File: config.mk
export PLATFORM = sky130hd
export DESIGN_NAME = fxp_div_seq
export DESIGN_NICKNAME = d
export VERILOG_FILES = /design/src/rtl/fxp_pkg.sv /design/src/rtl/fxp_div_step.sv /design/src/rtl/fxp_div_seq.sv
export SDC_FILE = /design/constraint.sdc
export NUM_CORES = 1
export LEC_CHECK = 0
export ABC_AREA = 1
export CORE_ASPECT_RATIO = 0.5
export CORE_MARGIN = 1
export CORE_UTILIZATION = 55
export DETAILED_ROUTE_END_ITERATION = 7
export HOLD_SLACK_MARGIN = 0.1
export PLACE_DENSITY = 0.85
export SYNTH_ARGS = -nofsm -noshare
export SYNTH_HDL_FRONTEND = slang
export SYNTH_SLANG_ARGS = --single-unit
File: constraint.sdc
create_clock -name clk -period 5.35 [get_ports clk]
set_clock_uncertainty 0.1 [all_clocks]
set_input_delay 0.8025 -clock clk [delete_from_list [all_inputs] [get_ports clk]]
set_output_delay 0.8025 -clock clk [all_outputs]
set_load 0.01 [all_outputs]
File: src/rtl/fxp_pkg.sv
// Shared types and helpers for the sequential Q-format divider.
// Holds the default word/fraction widths, the divider FSM state type,
// and the magnitude-saturation and sign-application helpers.
package fxp_pkg;

  localparam int N_DEF = 32;
  localparam int Q_DEF = 18;

  // Helpers work on a wide fixed container so any legal N/Q pair fits
  // (the raw magnitude is at most N+Q bits wide).
  localparam int MAXW = 128;

  typedef enum logic [1:0] {
    IDLE = 2'd0,
    CALC = 2'd1,
    DONE = 2'd2
  } state_t;

  typedef struct packed {
    logic            ovf;
    logic [MAXW-1:0] mag;
  } sat_t;

  // Clamp a raw quotient magnitude to the largest positive N-bit value.
  // Anything above 2^(n-1)-1 means some bit above the result field is set.
  function automatic sat_t sat_mag(input logic [MAXW-1:0] raw, input int n);
    sat_t            r;
    logic [MAXW-1:0] lim;
    lim   = (MAXW'(1) << (n - 1)) - MAXW'(1);
    r.ovf = (raw > lim);
    r.mag = r.ovf ? lim : raw;
    return r;
  endfunction

  // Apply the sign to a magnitude; a negative zero collapses to zero.
  function automatic logic [MAXW-1:0] to_twos(input logic sign, input logic [MAXW-1:0] mag);
    return (sign && (mag != '0)) ? (~mag + MAXW'(1)) : mag;
  endfunction

endpackage

File: src/rtl/fxp_div_step.sv
// One restoring-division step: shift the partial remainder left, bring in
// the next dividend bit and subtract the divisor when it fits.
module fxp_div_step
  import fxp_pkg::*;
#(
  parameter int W = N_DEF - 1
) (
  input  logic [W-1:0] i_rem,
  input  logic [W-1:0] i_div,
  input  logic         i_bit,
  output logic [W-1:0] o_rem,
  output logic         o_qbit
);

  // The shifted remainder needs one extra bit; after a subtraction the
  // result is below the divisor, so W bits of modular arithmetic suffice.
  logic [W:0] w_shift;

  assign w_shift = {i_rem, i_bit};
  assign o_qbit  = (w_shift >= {1'b0, i_div});
  assign o_rem   = o_qbit ? (w_shift[W-1:0] - i_div) : w_shift[W-1:0];

endmodule

File: src/rtl/fxp_div_seq.sv
// Sequential signed Q-format divider, one quotient bit per clock.
// Operands are converted to sign + magnitude, divided with a restoring
// loop, then saturated and re-signed in the first DONE cycle.
// Define FXP_DIV_ROUND_EN to round half away from zero (one extra
// iteration); otherwise the result truncates toward zero.
//
// Handshake: a transfer happens on a rising edge where valid and ready
// are both high. in_ready is high only in IDLE; out_valid stays high with
// quotient/ovf/dbz frozen until out_ready is seen, and the next operand
// pair can be taken no earlier than the cycle after that.
module fxp_div_seq
  import fxp_pkg::*;
#(
  parameter int N = N_DEF,
  parameter int Q = Q_DEF
) (
  input  logic         clk,
  input  logic         rst_n,
  input  logic         in_valid,
  output logic         in_ready,
  input  logic [N-1:0] dividend,
  input  logic [N-1:0] divisor,
  output logic         out_valid,
  input  logic         out_ready,
  output logic [N-1:0] quotient,
  output logic         ovf,
  output logic         dbz,
  output state_t       dbg_state
);

  // Width of the extended dividend |dividend| << Q.
  localparam int EW = N - 1 + Q;
`ifdef FXP_DIV_ROUND_EN
  // One extra iteration produces the bit just below the result LSB.
  localparam int QW = EW + 1;
`else
  localparam int QW = EW;
`endif
  localparam int CW = $clog2(QW + 1);
  localparam logic [CW-1:0] LAST = CW'(QW - 1);

  state_t         r_state;
  logic [CW-1:0]  r_cnt;
  logic           r_sign;
  logic           r_neg_a;
  logic           r_dbz;
  logic [N-2:0]   r_dmag;
  logic [N-2:0]   r_rem;
  logic [EW-1:0]  r_ext;
  logic [QW-1:0]  r_quo;
  logic           r_in_ready;
  logic           r_out_valid;
  logic [N-1:0]   r_quotient;
  logic           r_ovf;
  logic           r_dbz_o;

  logic [N-2:0]   w_mag_a;
  logic [N-2:0]   w_mag_b;
  logic [N-2:0]   w_rem_nxt;
  logic           w_qbit;
  logic [MAXW-1:0] w_raw;
  sat_t           w_sat;
  logic [N-1:0]   w_q_res;
  logic [MAXW-N-1:0] w_unused_tw_hi;
  logic [N-1:0]   w_dbz_q;

  // Magnitude of a two's-complement word in N-1 bits; the most negative
  // value has no positive counterpart and is clamped to 2^(N-1)-1.
  function automatic logic [N-2:0] abs_clamp(input logic [N-1:0] x);
    if (!x[N-1]) begin
      return x[N-2:0];
    end else if (x[N-2:0] == '0) begin
      return '1;
    end else begin
      return ~x[N-2:0] + (N-1)'(1);
    end
  endfunction

  assign w_mag_a = abs_clamp(dividend);
  assign w_mag_b = abs_clamp(divisor);

  fxp_div_step #(
    .W(N - 1)
  ) u_step (
    .i_rem (r_rem),
    .i_div (r_dmag),
    .i_bit (r_ext[EW-1]),
    .o_rem (w_rem_nxt),
    .o_qbit(w_qbit)
  );

  // Raw magnitude, rounded up when the extra bit below the LSB is set.
  always_comb begin
`ifdef FXP_DIV_ROUND_EN
    w_raw = MAXW'(r_quo[QW-1:1]) + MAXW'(r_quo[0]);
`else
    w_raw = MAXW'(r_quo);
`endif
  end

  assign w_sat = sat_mag(w_raw, N);
  assign {w_unused_tw_hi, w_q_res} = to_twos(r_sign, w_sat.mag);

  // Division by zero saturates toward the sign of the dividend.
  assign w_dbz_q = r_neg_a ? {1'b1, {(N-2){1'b0}}, 1'b1} : {1'b0, {(N-1){1'b1}}};

  // Control FSM, shift/remainder datapath and registered outputs.
  always_ff @(posedge clk or negedge rst_n) begin
    if (!rst_n) begin
      r_state     <= IDLE;
      r_cnt       <= '0;
      r_sign      <= 1'b0;
      r_neg_a     <= 1'b0;
      r_dbz       <= 1'b0;
      r_dmag      <= '0;
      r_rem       <= '0;
      r_ext       <= '0;
      r_quo       <= '0;
      r_in_ready  <= 1'b1;
      r_out_valid <= 1'b0;
      r_quotient  <= '0;
      r_ovf       <= 1'b0;
      r_dbz_o     <= 1'b0;
    end else begin
      case (r_state)
        IDLE: begin
          if (in_valid && r_in_ready) begin
            r_sign     <= dividend[N-1] ^ divisor[N-1];
            r_neg_a    <= dividend[N-1];
            r_dmag     <= w_mag_b;
            r_ext      <= {w_mag_a, {Q{1'b0}}};
            r_rem      <= '0;
            r_quo      <= '0;
            r_cnt      <= '0;
            r_in_ready <= 1'b0;
            if (divisor == '0) begin
              r_dbz   <= 1'b1;
              r_state <= DONE;
            end else begin
              r_dbz   <= 1'b0;
              r_state <= CALC;
            end
          end
        end
        CALC: begin
          r_rem <= w_rem_nxt;
          r_quo <= {r_quo[QW-2:0], w_qbit};
          r_ext <= {r_ext[EW-2:0], 1'b0};
          r_cnt <= r_cnt + CW'(1);
          if (r_cnt == LAST) begin
            r_state <= DONE;
          end
        end
        DONE: begin
          // First DONE cycle formats the result; afterwards hold it.
          if (!r_out_valid) begin
            r_out_valid <= 1'b1;
            if (r_dbz) begin
              r_quotient <= w_dbz_q;
              r_ovf      <= 1'b0;
              r_dbz_o    <= 1'b1;
            end else begin
              r_quotient <= w_q_res;
              r_ovf      <= w_sat.ovf;
              r_dbz_o    <= 1'b0;
            end
          end else if (out_ready) begin
            r_out_valid <= 1'b0;
            r_in_ready  <= 1'b1;
            r_state     <= IDLE;
          end
        end
        default: begin
          r_state    <= IDLE;
          r_in_ready <= 1'b1;
        end
      endcase
    end
  end

  assign in_ready  = r_in_ready;
  assign out_valid = r_out_valid;
  assign quotient  = r_quotient;
  assign ovf       = r_ovf;
  assign dbz       = r_dbz_o;
  assign dbg_state = r_state;

endmodule

==> impl_metrics.yaml <==
setup_path:
  path_max_fanout: 27
  critPathRequiredTime_ns: 5.59
  startpoint_type: "register"
  arrival_ns: 4.13
  endpoint_kind: "register"
  worstRegToRegCells: 14
  critPathKind: "register to register"
logic_synthesis:
  netlist-cell-type-count: 51
  yosys.area_share.simple_pct: 27.6
  avgSynthCellArea_um2: 7.09
  yosys-top-cells-count: "nand2_1, nor2_1, inv_1"
  async_reset_ff_share_pct: 100
  yosysTopAreaCell: "dfrtp_1"
  yosys_register_bits: 189
  synth_cells: 1759
  synth_mux_area_share_pct: 0.0803
  synth_compound_area_share_pct: 16.3
  synth_fa_ha_area_share_pct: 3.77
  synthTopCellsByArea: "dfrtp_1, nand2_1, nor2_1, inv_1, a21oi_1"
  yosys_warnings: 0
  synth_ff_type: "dfrtp_1"
  synth_top_family_by_area: "simple AND/OR/NAND/NOR gates"
  seq_area_frac_synth_pct: 37.9
  synthesis.area_mm2: 0.0125
  synth_enable_flop_cells: 0
  synth_most_common_cell: "nand2_1"
  syn_nets: 1864
  netlist.area_leader.share_pct: 37.7
  synth_xor_area_share_pct: 5.55
drt:
  firstDrtPassIters: 6
  avgViaCountPerCell: 5.59
  drt_wl_total_um: 31500
  ant_nets: 0
  post_drt_wl_per_cell_um: 14.7
  drc: 0
  drt_iter0_drc: 1107
  vias: 11977
floorplanning:
  io_pins: 106
  die_w_um: 215
  start_util_pct: 56.8
  rows: 38
  fp.coreArea_mm2: 0.0220
  floorplan.die_area_mm2: 0.0233
  die_y_um: 108
timing:
  setup_viol: 0
  tightest_slew_ns: 1.28
  fmax_mhz: 257
  grt_setup_unrepaired: "false"
  finalMaxSlewViolations: 0
  finalCriticalPeriod_ns: 3.89
  period_share_pct: 72.7
  fin_setup_tns_ns: 0
  hold_violations: 0
  maxSlewHeadroom_pct: 14.6
clock_tree:
  cts.htree.levels: 4
  clk_pin_slew_ns: 0.07
  cts_hold_buf: 0
  cts_tree: "yes"
  cts.sinks: 189
  cts_repair_resize_count: 0
  clock_latency_ns: 0.46
  cts_buffers: 17
  ctsRootBufferMaster: "clkbuf_16"
  clockBufferDepth: 2
  post-cts-setup-buffers: 0
place:
  gp_congestion: 0.972
  dp_hpwl_um: 22500
  io_buffers: 105
min_path:
  worstHoldPathCells: 2
  min_path_type: "register to register"
global_route:
  grt_first_pass_wirelength_um: 52500
  grt_max_degree: 118
  grt_pass1_vias: 11082
  overflow: 0
  grtUsageTotal_pct: 28.0
  antenna_found_initial: 0
cells_and_area:
  layout-drive-gt1-share_pct: 4.61
  area_delta_synth_final_pct: 14.7
  fin_nets: 1935
  diodes: 0
flow_run:
  drv_cap: 0
run_status:
  outcome: "completed"
## area by class of cell
type,instances,area [um^2]
clock buffers,17,425
clock inverters,15,168
fillers,1939,7670
inverters,216,813
multi-input cells,1291,6660
flip-flops and latches,189,4730
well taps,300,375
repair buffers,115,1130
## worst max-delay path: stages, from the launching register on
cell,delay (ns)
dfrtp_1,0.37
inv_1,0.05
ha_1,0.20
fa_1,0.41
nand3b_1,0.17
nand2_1,0.12
a21oi_1,0.14
o21bai_1,0.27
nand2_1,0.09
nand2_1,0.14
nand2_1,0.06
nand3_1,0.69
inv_1,0.52
o21ai_0,0.33
nand2_1,0.07
## cell families (layout without fill, tap and decap cells)
logic type / count (synthesis) / in the layout
simple gates: 814 / 814
buf+inv: 279 / 363
mux: 1 / 1
xor+xnor: 79 / 79
fa+ha+maj: 37 / 37
compound gates: 360 / 360
flops: 189 / 189
## metal layers
layer  routed length (um)  GRT usage (%)
met4                  686           9.59
met3                 2050           5.68
met2                14600           46.8
met5                    0              0
met1                14100           36.5
## metrics by stage
stage	std cells	instance area (um^2)	util (%)	hold slack (ns)	setup slack, ns
after detailed placement	2111	13700	62.4	0.368	1.46
after global placement	2111	13700	62.4	0.361	1.58
final	2143	14300	65.1	0.382	1.46
after CTS	2143	14300	65.1	0.387	1.50
after floorplan	1759	12500	-	0.345	2.36
after global routing	2143	14300	65.1	0.399	1.10
## cells in the final DEF (no fill, tap or decap), drive strengths merged, types with 2 or more instances in the layout
cell | netlist | layout
nand2 | 432 | 432
nor2 | 229 | 229
inv | 214 | 224
dfrtp | 188 | 188
o21ai | 124 | 124
a21oi | 119 | 119
clkdlybuf4s50 | 0 | 104
nand3 | 70 | 70
o22ai | 57 | 57
xor2 | 42 | 42
xnor2 | 37 | 37
ha | 36 | 36
nor3 | 30 | 30
nand4 | 26 | 26
clkbuf | 44 | 18
o211ai | 13 | 13
nand3b | 10 | 10
o21bai | 10 | 10
or2 | 10 | 10
a22oi | 10 | 10
buf | 19 | 10
a21o | 7 | 7
clkinv | 2 | 6
nor4 | 5 | 5
a31oi | 5 | 5
o221ai | 4 | 4
o21a | 3 | 3
a21boi | 2 | 2
## final timing paths
kind                           start  slack [ns]   endpoint
max                        r_ext[48]        1.46  r_rem[24]
min                        r_ext[46]        0.38  r_ext[46]
max reg2reg                r_ext[48]        1.46  r_rem[24]
min reg2reg                r_ext[46]        0.38  r_ext[46]
max in group asynchronous      rst_n        3.72   r_rem[9]
min in group asynchronous      rst_n        0.39  r_quo[28]
## flip-flops by register name (all words and copies together) (netlist names), 2 cells and up
signal and cells:
r_cnt 6, r_ext 31, r_rem 31, r_dmag 31, quotient 32, r_quo 49
dbg_state 2
Power is not shown: default switching activity piles up to over one toggle a cycle in this logic, so the estimate is an artifact.
